$ cat src/rtl/ex_mem_register_pkg.sv
// Shared definitions for the EX/MEM pipeline boundary: default widths,
// memory access size codes, bubble field values and the per-edge action.
package ex_mem_register_pkg;

  localparam int DEFAULT_DATA_BUS_WIDTH      = 32;
  localparam int DEFAULT_REG_ADDR_WIDTH      = 5;
  localparam int DEFAULT_MEM_WIDTH_BUS_WIDTH = 2;

  localparam logic [1:0] CODE_MEM_BYTE = 2'b00;
  localparam logic [1:0] CODE_MEM_HALF = 2'b01;
  localparam logic [1:0] CODE_MEM_WORD = 2'b10;

  // A bubble is an all-zero slot: no side effects, byte width, unsigned.
  localparam logic       BUBBLE_CTRL_BIT  = 1'b0;
  localparam logic [1:0] BUBBLE_MEM_WIDTH = 2'b00;

  typedef enum logic [1:0] {
    ACT_HOLD  = 2'b00,
    ACT_LOAD  = 2'b01,
    ACT_CLEAR = 2'b10
  } stage_action_e;

endpackage

$ cat src/rtl/ex_mem_register_pipeline_field_reg.sv
// Parameterised stage-boundary latch: async reset, clear beats load, else hold.
module pipeline_field_reg #(
  parameter int               WIDTH       = 1,
  parameter logic [WIDTH-1:0] CLEAR_VALUE = '0
) (
  input  logic             clk,
  input  logic             rst,
  input  logic             load,
  input  logic             clear,
  input  logic [WIDTH-1:0] d,
  output logic [WIDTH-1:0] q
);

  // Field storage; reset and bubble share the same value
  always_ff @(posedge clk or posedge rst) begin
    if (rst) begin
      q <= CLEAR_VALUE;
    end else if (clear) begin
      q <= CLEAR_VALUE;
    end else if (load) begin
      q <= d;
    end else begin
      q <= q;
    end
  end

endmodule

$ cat src/rtl/ex_mem_register.sv
// EX/MEM pipeline register with stall, flush, debug enable and halt-drain tracking.
module ex_mem_register
  import ex_mem_register_pkg::*;
#(
  parameter int DATA_BUS_WIDTH      = DEFAULT_DATA_BUS_WIDTH,
  parameter int REG_ADDR_WIDTH      = DEFAULT_REG_ADDR_WIDTH,
  parameter int MEM_WIDTH_BUS_WIDTH = DEFAULT_MEM_WIDTH_BUS_WIDTH
) (
  input  logic                           i_clk,
  input  logic                           i_reset,
  input  logic                           i_enable,
  input  logic                           i_stall,
  input  logic                           i_flush,
  input  logic                           i_valid,
  input  logic [DATA_BUS_WIDTH-1:0]      i_alu_result,
  input  logic [DATA_BUS_WIDTH-1:0]      i_store_data,
  input  logic [REG_ADDR_WIDTH-1:0]      i_wb_reg_addr,
  input  logic                           i_reg_wr,
  input  logic                           i_mem_rd,
  input  logic                           i_mem_wr,
  input  logic                           i_mem_to_reg,
  input  logic [MEM_WIDTH_BUS_WIDTH-1:0] i_mem_width,
  input  logic                           i_mem_signed,
  input  logic                           i_halt,
  output logic                           o_valid,
  output logic [DATA_BUS_WIDTH-1:0]      o_alu_result,
  output logic [DATA_BUS_WIDTH-1:0]      o_store_data,
  output logic [REG_ADDR_WIDTH-1:0]      o_wb_reg_addr,
  output logic                           o_reg_wr,
  output logic                           o_mem_rd,
  output logic                           o_mem_wr,
  output logic                           o_mem_to_reg,
  output logic [MEM_WIDTH_BUS_WIDTH-1:0] o_mem_width,
  output logic                           o_mem_signed,
  output logic                           o_halt,
  output logic                           o_drained
);

  localparam int DATA_W = 2 * DATA_BUS_WIDTH;
  localparam int CTRL_W = 7 + MEM_WIDTH_BUS_WIDTH;

  localparam logic [DATA_W-1:0]         DATA_BUBBLE = {DATA_W{1'b0}};
  localparam logic [REG_ADDR_WIDTH-1:0] ADDR_BUBBLE = {REG_ADDR_WIDTH{1'b0}};
  localparam logic [CTRL_W-1:0]         CTRL_BUBBLE = {
    {7{BUBBLE_CTRL_BIT}}, {(MEM_WIDTH_BUS_WIDTH / 2){BUBBLE_MEM_WIDTH}}
  };

  stage_action_e                 action_s;
  logic                          load_s;
  logic                          clear_s;
  logic                          drain_set_s;
  logic                          drained_r;
  logic [DATA_W-1:0]             data_d_s;
  logic [DATA_W-1:0]             data_q_s;
  logic [CTRL_W-1:0]             ctrl_d_s;
  logic [CTRL_W-1:0]             ctrl_q_s;

  // Per-edge priority: enable freeze, drained freeze, flush, stall, then load or bubble
  always_comb begin
    action_s = ACT_HOLD;
    if (!i_enable) begin
      action_s = ACT_HOLD;
    end else if (drained_r) begin
      action_s = ACT_HOLD;
    end else if (i_flush) begin
      action_s = ACT_CLEAR;
    end else if (i_stall) begin
      action_s = ACT_HOLD;
    end else if (!i_valid) begin
      action_s = ACT_CLEAR;
    end else begin
      action_s = ACT_LOAD;
    end
  end

  // Fan the resolved action out as load/clear strobes for every field group
  always_comb begin
    load_s  = 1'b0;
    clear_s = 1'b0;
    case (action_s)
      ACT_LOAD:  load_s  = 1'b1;
      ACT_CLEAR: clear_s = 1'b1;
      ACT_HOLD:  load_s  = 1'b0;
      default: begin
        load_s  = 1'b0;
        clear_s = 1'b0;
      end
    endcase
  end

  assign drain_set_s = load_s & i_halt;
  assign data_d_s    = {i_alu_result, i_store_data};
  assign ctrl_d_s    = {i_valid, i_reg_wr, i_mem_rd, i_mem_wr, i_mem_to_reg,
                        i_mem_signed, i_halt, i_mem_width};

  pipeline_field_reg #(.WIDTH(DATA_W), .CLEAR_VALUE(DATA_BUBBLE)) u_data_reg (
    .clk(i_clk), .rst(i_reset), .load(load_s), .clear(clear_s),
    .d(data_d_s), .q(data_q_s)
  );

  pipeline_field_reg #(.WIDTH(CTRL_W), .CLEAR_VALUE(CTRL_BUBBLE)) u_ctrl_reg (
    .clk(i_clk), .rst(i_reset), .load(load_s), .clear(clear_s),
    .d(ctrl_d_s), .q(ctrl_q_s)
  );

  pipeline_field_reg #(.WIDTH(REG_ADDR_WIDTH), .CLEAR_VALUE(ADDR_BUBBLE)) u_addr_reg (
    .clk(i_clk), .rst(i_reset), .load(load_s), .clear(clear_s),
    .d(i_wb_reg_addr), .q(o_wb_reg_addr)
  );

  // Sticky drain flag: set alongside the halt capture, only reset clears it
  pipeline_field_reg #(.WIDTH(1), .CLEAR_VALUE(1'b0)) u_drain_reg (
    .clk(i_clk), .rst(i_reset), .load(drain_set_s), .clear(1'b0),
    .d(1'b1), .q(drained_r)
  );

  assign {o_alu_result, o_store_data} = data_q_s;
  assign {o_valid, o_reg_wr, o_mem_rd, o_mem_wr, o_mem_to_reg,
          o_mem_signed, o_halt, o_mem_width} = ctrl_q_s;
  assign o_drained = drained_r;

endmodule

$ cat config.mk
export PLATFORM = sky130hd
export DESIGN_NAME = ex_mem_register
export DESIGN_NICKNAME = d
export VERILOG_FILES = /design/src/rtl/ex_mem_register_pkg.sv /design/src/rtl/ex_mem_register_pipeline_field_reg.sv /design/src/rtl/ex_mem_register.sv
export SDC_FILE = /design/constraint.sdc
export NUM_CORES = 1
export LEC_CHECK = 0
export BUFFER_PORTS_ARGS = -buffer_cell sky130_fd_sc_hd__buf_2
export CORE_ASPECT_RATIO = 2
export CORE_UTILIZATION = 40
export CTS_BUF_LIST = sky130_fd_sc_hd__clkbuf_4 sky130_fd_sc_hd__clkbuf_8
export DETAILED_ROUTE_END_ITERATION = 10
export PLACE_DENSITY = 0.73
export SYNTH_ARGS = -nofsm -noshare
export SYNTH_HDL_FRONTEND = slang
export SYNTH_SLANG_ARGS = --single-unit
export TNS_END_PERCENT = 5
$ cat constraint.sdc
create_clock -name i_clk -period 4.15 [get_ports i_clk]
set_input_delay 0.2075 -clock i_clk [delete_from_list [all_inputs] [get_ports i_clk]]
set_output_delay 0.2075 -clock i_clk [all_outputs]
set_load 0.005 [all_outputs]
Word-level counts from Yosys, hierarchy flattened
Cells that the tools add are included.
{"block": "word_totals", "in_bits": 83, "regBits": 79, "elab_cells": 21, "output_inout_bits": 79}
{"block": "op_classes", "mux": 13, "n_reduce_logical": 1, "n_eq_ne": 2, "bitwise_logic": 1}
{"cell": "$mux W64", "n": 2}
{"cell": "$mux W9", "n": 2}
{"cell": "$mux W2", "n": 5}
{"cell": "$mux W5", "n": 2}
{"cell": "$eq A2 B1 Y1 const B", "n": 1}
{"cell": "$eq A2 B2 Y1 const B", "n": 1}
{"cell": "$mux W1", "n": 2}
{"cell": "$reduce_bool A2 Y1", "n": 1}
{"cell": "$and A1 B1 Y1", "n": 1}

Depth between registers and ports, before layout
Gate-level depths: netlist of run 1.
{"block": "depth", "ltp_word": 9, "mapped_depth": 8, "depth_no_buf": 5}

Modules after synthesis
From an unflattened synthesis of run 1, not the netlist that was laid out.
{"block": "hier_totals", "cells_unflattened": 267, "area_unflattened_um2": 3295.7}
{"module": "pipeline_field_reg at u_data_reg", "seq_area_each_um2": 1601.5, "instances": 1, "cells_each": 207, "area_each_um2": 2621.3}
{"module": "pipeline_field_reg at u_ctrl_reg", "seq_area_each_um2": 225.2, "instances": 1, "cells_each": 30, "area_each_um2": 367.9}
{"module": "pipeline_field_reg at u_addr_reg", "seq_area_each_um2": 125.1, "instances": 1, "cells_each": 17, "area_each_um2": 209.0}
{"module": "ex_mem_register", "seq_area_each_um2": 0.0, "instances": 1, "cells_each": 9, "area_each_um2": 55.1}
{"module": "pipeline_field_reg at u_drain_reg", "seq_area_each_um2": 25.0, "instances": 1, "cells_each": 4, "area_each_um2": 42.5}

Worst setup path before layout of run 1
No wires, ideal clock.
{"block": "synth_path", "kind": "register to register", "startpoint": "reg u_drain_reg.q", "endpoint": "reg u_data_reg.q[12]", "stages_incl_launch_ff": 8, "n_path_buf": 3, "setup_time_ps": 121, "required_ps": 4029, "arrival_time_ps": 1612, "synth_period_minus_slack_ps": 1733, "path_slack_ps": 2417, "cell_sequence": "dfrtp_1 -> nor2b_1 -> and3_1 -> ha_1 -> buf_4 -> buf_6 -> buf_2 -> a22o_1"}
{"block": "synth_via", "elab_chain_cells": 5, "word_cells_on_any_way": 8, "cone_classes": "eq/ne: 2; mux: 5; reduce/logical: 1"}
{"element": "start, declared", "line_no": "ex_mem_register_pipeline_field_reg.sv:11", "text": "output logic [WIDTH-1:0] q"}
{"element": "start signal, assigned", "line_no": "ex_mem_register_pipeline_field_reg.sv:23", "text": "q <= q;"}
{"element": "$mux W2 *", "line_no": "ex_mem_register.sv:63", "text": "end else if (drained_r) begin"}
{"element": "$mux W2 *", "line_no": "ex_mem_register.sv:61", "text": "if (!i_enable) begin"}
{"element": "$eq A2 B2 Y1 / $eq A2 B1 Y1 (equally long branches)", "line_no": "ex_mem_register.sv:80", "text": "case (action_s)"}
{"element": "$mux W1", "line_no": "ex_mem_register.sv:80"}
{"element": "$mux W64 / $reduce_bool A2 Y1 (equally long branches)"}
{"element": "end signal, assigned", "line_no": "ex_mem_register_pipeline_field_reg.sv:23"}
{"element": "end, declared", "line_no": "ex_mem_register_pipeline_field_reg.sv:11"}
Every way passes the cells marked *; elsewhere a longest branch is shown, timed or not.
A chain may end at the register's enable or synchronous reset.

Worst setup path after layout of run 1
{"block": "layout_path", "startpoint": "reg u_drain_reg.q", "endpoint": "reg u_data_reg.q[36]"}
Same word-level chain as after synthesis.

==> results.yml, run 1 <==
layout:
  n_antenna_cell: 0
  multi_input_area_um2: 782
  final_cell_mix: "buf_2, dfrtp_1, a22o_1, clkbuf_8"
  fillers: 598
  syn_to_final_growth_pct: 36.7
  layout-drive-gt1-share_pct: 52.0
  register_area_um2: 1980
  fin_util_pct: 56.6
  mostFrequentLayoutCell: "buf_2"
  finalNetCount: 430
sta:
  maxSlewViolCount: 0
  setup_slack_ns: 1.88
  hold_viol: 0
  rsz0062_at_grt: "no"
  min_period_over_period_pct: 54.7
  fin_setup_tns_ns: 0
  worst_pin_slew_ns: 0.988
  clock_skew_ns: 0.00831
  post-route-min-period_ns: 2.27
  slew-limit-headroom_pct: 34.1
  setup_violations: 0
  fmax_ghz: 0.441
routing:
  vias_per_cell: 5.04
  drtPass1Iterations: 5
  dr_total_vias: 2219
  drc: 0
  wl_met1_um: 2550
  met2_wirelength_um: 3580
  dr_wl_met3_um: 402
  antenna_left: 0
  wire_per_inst_um: 15.2
  drt_iter0_drc: 77
  wl_um: 6710
  top_layer: "met4"
synthesis:
  ys_types: 18
  synth_xor_area_share_pct: 0
  synth-simple-area-share_pct: 1.92
  synth_mux_area_share_pct: 0
  ys.warnings.count: 0
  ys_seq_area_share_pct: 68.8
  synth_top_family_by_area: "compound AO/OA/AOI/OAI gates"
  netlist_instances: 188
  synth-seq-cells: 79
  synthAdderAreaFrac_pct: 0.871
  avgSynthCellArea_um2: 15.3
  synth_compound_area_share_pct: 24.3
  synth_nets: 273
  netlist_area_um2: 2870
clocking:
  cts_tree: "built"
  cts_buffers: 9
  cts_resized: 0
  post_cts_buffers: 0
  h-tree-depth: 3
  root_buffer: "clkbuf_8"
  cts_hold_buf: 0
  worst_skew_pair.late_latency_ns: 0.36
  cts_buffer_depth: 2
  cts_sinks: 79
  cts.clk_slew.worst_paths_ns: 0.08
setup_path:
  critPathArrivalTime_ns: 2.55
  r2r-start: "u_drain_reg.q"
  cp.required_ns: 4.43
  cp-end-kind: "register"
  crit_type: "register to register"
  critPathLaunchType: "register"
  r2r_slack_ns: 1.88
  r2r-end: "u_data_reg.q[36]"
  cp_max_fo: 77
  rr_worst_depth: 5
place:
  routabilityCongestion: 0.750
  place_ws_ns: 1.91
  portBuffers: 161
  hpwl_um: 4590
pwr:
  power_density_nw_per_um2: 654
  p_leak_nw: 2.12
  ir_drop_mv: 0.374
grt:
  grt_overflow_total: 0
  gr-usage-all-layers_pct: 18.8
  antenna_found_initial: 0
  grt_max_degree: 80
  grt_pass1_vias: 2189
  grt_pass1_wl_um: 9980
die:
  io_pins: 162
  initial_core_util_pct: 41.4
  rows: 43
  coreArea_um2: 6940
  die-area_um2: 7550
  fp.dieH_um: 122
  die_w_um: 61.9
flow_run:
  maxCapViolCount: 0
min_path:
  min_path_type: "input port to register"
  holdPathStages: 2
  min_to: "u_addr_reg.q[3]"
  worstHoldStart: "i_wb_reg_addr[3]"
status:
  status: "completed"
worst max-delay path by stage:
| stage | start | to | slack (ns) | cells after the start |
|---|---|---|---|---|
| 2_1_floorplan | i_reset | u_addr_reg.q[0] | 1.92 | 1 |
| 3_3_place_gp | u_drain_reg.q | u_data_reg.q[32] | 2.00 | 5 |
| 3_5_place_dp | u_drain_reg.q | u_data_reg.q[3] | 1.91 | 5 |
| 4_1_cts | u_drain_reg.q | u_data_reg.q[15] | 1.89 | 5 |
| 5_1_grt | u_drain_reg.q | u_data_reg.q[13] | 1.71 | 5 |
| 6_report | u_drain_reg.q | u_data_reg.q[36] | 1.88 | 5 |
cells in the mapped netlist (all sizes together):
master | number | area share, %
clkbuf | 4 | 0.52
inv | 1 | 0.13
nand3 | 1 | 0.17
and3 | 1 | 0.22
nand2b | 1 | 0.22
nor2 | 3 | 0.96
nor2b | 1 | 0.22
a22o | 77 | 23
a21o | 1 | 0.26
o21a | 1 | 0.26
ha | 2 | 0.87
nand2 | 1 | 0.13
dfrtp | 79 | 69
buf | 13 | 3.4
o21ai | 2 | 0.35
metal layers:
layer	track usage, %	vias up
met5	0	-
met4	10.0	0
met3	6.26	13
met2	30.4	98
met1	21.0	1078
li1	-	1030
kinds of logic (layout without fill, tap and decap cells):
kind of cell | Yosys count | count (layout)
buffers and inverters | 18 | 180
and+or+nand+nor | 8 | 8
AOI/OAI and AO/OA | 81 | 81
adders and majority gates | 2 | 2
DFF | 79 | 79
state kept, by name, indices dropped and copies added, names as in the netlist:
name and cells:
u_drain_reg.q 1, u_ctrl_reg.q 9, u_data_reg.q 64, u_addr_reg.q 5
per-stage QoR:
stage,hold WS (ns),power [W],cell area (µm²),cells
6_report,0.0563,0.00257,3930,440
5_1_grt,0.0416,0.00274,3930,440
4_1_cts,0.0365,0.00260,3930,440
3_5_place_dp,0.423,0.00195,3700,424
3_3_place_gp,0.421,0.00193,3700,424
2_1_floorplan,0.324,0.00158,2870,188
cell type report:
class | count | area share (%)
clock inverters | 5 | 2.04
inverters | 1 | 0.127
clock buffers | 11 | 3.85
well taps | 90 | 2.87
repair buffers | 163 | 20.9
flip-flops and latches | 79 | 50.3
multi-input cells | 91 | 19.9
where the power goes:
group,switching (W),internal [W]
logic,0.000304,0.000431
registers,0.000149,0.00104
clock network,0.000271,0.000370
total,0.000725,0.00184
critical path, stage by stage, from the launching register on:
cell and delay, ns:
dfrtp_1 0.39, nor2b_1 0.22, and3_1 0.21, ha_2 0.31
nor2_8 0.75, a22o_1 0.25
No activity file was read; power rests on OpenSTA's default activity.
==> run 2, diff against run 1 <==
--- a/config.mk
+++ b/config.mk
@@ -5,12 +5,13 @@
 export SDC_FILE = /design/constraint.sdc
 export NUM_CORES = 1
 export LEC_CHECK = 0
+export ABC_AREA = 1
 export BUFFER_PORTS_ARGS = -buffer_cell sky130_fd_sc_hd__buf_2
 export CORE_ASPECT_RATIO = 2
 export CORE_UTILIZATION = 40
 export CTS_BUF_LIST = sky130_fd_sc_hd__clkbuf_4 sky130_fd_sc_hd__clkbuf_8
 export DETAILED_ROUTE_END_ITERATION = 10
-export PLACE_DENSITY = 0.73
+export PLACE_DENSITY = 0.74
 export SYNTH_ARGS = -nofsm -noshare
 export SYNTH_HDL_FRONTEND = slang
 export SYNTH_SLANG_ARGS = --single-unit
==> constraint.sdc (replaced) <==
create_clock -name i_clk -period 2 [get_ports i_clk]
set_input_delay 0.1 -clock i_clk [delete_from_list [all_inputs] [get_ports i_clk]]
set_output_delay 0.1 -clock i_clk [all_outputs]
set_load 0.005 [all_outputs]
==> run 2 against run 1 <==
Sequential cell count did not move; area after synthesis is 6.7% higher; maximum frequency increased by 33%; die area increased by 6.6%; wire length grew 32%; largest cell class unchanged.
==> results.yml, run 2 <==
synthesis:
  synth_top_area_share_pct: 64.4
  netlist_instances: 349
  ys_seq_area_share_pct: 64.4
  yosys.area.top_type: "dfrtp_1"
  avgSynthCellArea_um2: 8.79
  synthArstFlopShare_pct: 100
  ys.warnings.count: 0
  yosys-top-cells-area: "dfrtp_1, nand2_1, buf_2"
  yosysMostFrequentCell: "nand2_1"
  synth_edf_count: 0
  ys_top_cells_by_count: "nand2_1, dfrtp_1, buf_2"
  ys.flop_type: "dfrtp_1"
  netlist_area_um2: 3070
  synth-seq-cells: 79
  synth_nets: 434
  ys_types: 12
setup_path:
  cp_max_fo: 55
  critPathLaunchType: "register"
  cp-end-kind: "register"
  cp.required_ns: 2.27
  critPathArrivalTime_ns: 1.98
  crit_type: "register to register"
die:
  rows: 44
  fp.dieH_um: 126
  initial_core_util_pct: 41.9
  die-area_um2: 8040
  die_w_um: 63.9
  coreArea_um2: 7320
  io_pins: 162
layout:
  mostFrequentLayoutCell: "nand2_1"
  layout-drive-gt1-share_pct: 31.3
  largest_reg_flops: 64
  fillers: 539
  top_register: "u_data_reg.q"
  n_antenna_cell: 0
  reg_top3: "u_data_reg.q (64), u_ctrl_reg.q (9), u_addr_reg.q (5)"
  finalNetCount: 674
  fin_util_pct: 67.8
  syn_to_final_growth_pct: 61.8
  finish.instance_area_um2: 4960
  final_cell_mix: "nand2_1, buf_2, dlygate4sd3_1, dfrtp_1, clkbuf_8"
pwr:
  power_density_nw_per_um2: 636
  clkPwrFrac_pct: 38.8
  fin_total_pwr_w: 0.00316
  seq_power_share_pct: 51.8
  p_sw_w: 0.000658
  p_int_w: 0.00250
  p_leak_nw: 3.02
  switching_share_pct: 20.8
  ir_drop_mv: 0.561
  pwr-share-comb_pct: 9.4
routing:
  antenna_left: 0
  drt_iter0_drc: 86
  drc: 0
  drtPass1Iterations: 4
  dr_total_vias: 3147
  wire_per_inst_um: 12.9
  wl_um: 8870
  vias_per_cell: 4.59
grt:
  gr-usage-all-layers_pct: 23.3
  grt_pass1_vias: 3242
  grt_pass1_wl_um: 14300
  use_met1_pct: 24.4
  grt_max_degree: 80
  antenna_found_initial: 0
  use_met2_pct: 40.4
  grt_overflow_total: 0
  grt.busiest_layer: "met2"
  grt.met3_usage_pct: 5.80
sta:
  fin_setup_tns_ns: 0
  maxSlewViolCount: 0
  min_period_over_period_pct: 85.5
  hold_viol: 0
  worst_pin_slew_ns: 0.421
  slew-limit-headroom_pct: 71.9
  clock_skew_ns: 0.0104
  post-route-min-period_ns: 1.71
  rsz0062_at_grt: "no"
  setup_violations: 0
  fmax_ghz: 0.585
clocking:
  cts_tree: "built"
  cts_hold_buf: 79
  cts_resized: 0
  cts.clk_slew.worst_paths_ns: 0.07
  h-tree-depth: 3
  cts_buffer_depth: 2
  cts_buffers: 9
  post_cts_buffers: 0
  cts_sinks: 79
  root_buffer: "clkbuf_8"
  worst_skew_pair.late_latency_ns: 0.35
place:
  hpwl_um: 5420
  dpl-instance-area_um2: 3960
  routabilityCongestion: 0.778
  portBuffers: 161
min_path:
  min_path_type: "input port to register"
status:
  status: "completed"
flow_run:
  maxCapViolCount: 0
run 2: changes by cell type in the layout (fill, tap and decap cells not counted), moves of 2 or more:
| cell | before | now |
|---|---|---|
| buf_4 | 2 | 4 |
| buf_12 | 0 | 2 |
| dlygate4sd3_1 | 0 | 79 |
| nand2_1 | 1 | 239 |
| inv_1 | 0 | 3 |
| a22o_1 | 77 | 0 |
| nor2_1 | 2 | 5 |
run 2: layout make-up:
cell class | count | area [µm²] | area share [%]
Timing Repair Buffer | 246 | 1670 | 33.6
Tap cell | 92 | 115 | 2.32
Inverter | 4 | 18.8 | 0.378
Multi-Input combinational cell | 249 | 975 | 19.6
Clock inverter | 3 | 40.0 | 0.806
Clock buffer | 13 | 173 | 3.48
Sequential cell | 79 | 1980 | 39.8
run 2: cells by family after synthesis:
kind of cell / share of synthesized area [%]
buffers and inverters: 3.87
and+or+nand+nor: 30.7
DFF: 64.4
adders and majority gates: 0.816
AOI/OAI and AO/OA: 0.163
run 2: critical path, stage by stage (launching register included):
cell     delay (ns)
dfrtp_1        0.40
nor2_1         0.13
nand2_1        0.07
nor2_1         0.11
ha_2           0.34
nor2_8         0.14
buf_12         0.24
nand2_1        0.12
nand2_1        0.09
run 2: final timing paths:
kind                       slack [ns]                to             start  cells after the start
min in group asynchronous        0.40  u_data_reg.q[40]           i_reset                      4
max reg2reg                      0.29  u_data_reg.q[36]     u_drain_reg.q                      8
max                              0.29  u_data_reg.q[36]     u_drain_reg.q                      8
min reg2reg                      0.47  u_data_reg.q[11]  u_data_reg.q[11]                      2
max in group asynchronous        1.25   u_data_reg.q[0]           i_reset                      4
min                              0.25     u_drain_reg.q           i_flush                      5
run 2: per-stage QoR:
step	cells	hold slack, ns	setup slack, ns
after CTS	686	0.235	0.299
after global placement	591	0.245	0.418
after floorplan	349	0.205	0.428
after global routing	686	0.282	0.128
final	686	0.252	0.291
after detailed placement	591	0.251	0.325
run 2: routing by layer:
| layer | wire length (µm) | vias up |
|---|---|---|
| li1 | - | 1518 |
| met1 | 3260 | 1463 |
| met2 | 4680 | 129 |
| met3 | 472 | 37 |
| met4 | 456 | 0 |
| met5 | 0 | - |
run 2: power by group through the flow:
stage | clock network (W) | logic, W | registers (W)
floorplan | 0 | 0.0000454 | 0.00167
global placement | 0 | 0.000171 | 0.00167
detailed placement | 0 | 0.000174 | 0.00167
CTS | 0.00127 | 0.000293 | 0.00163
global route | 0.00132 | 0.000326 | 0.00164
finish | 0.00122 | 0.000297 | 0.00164
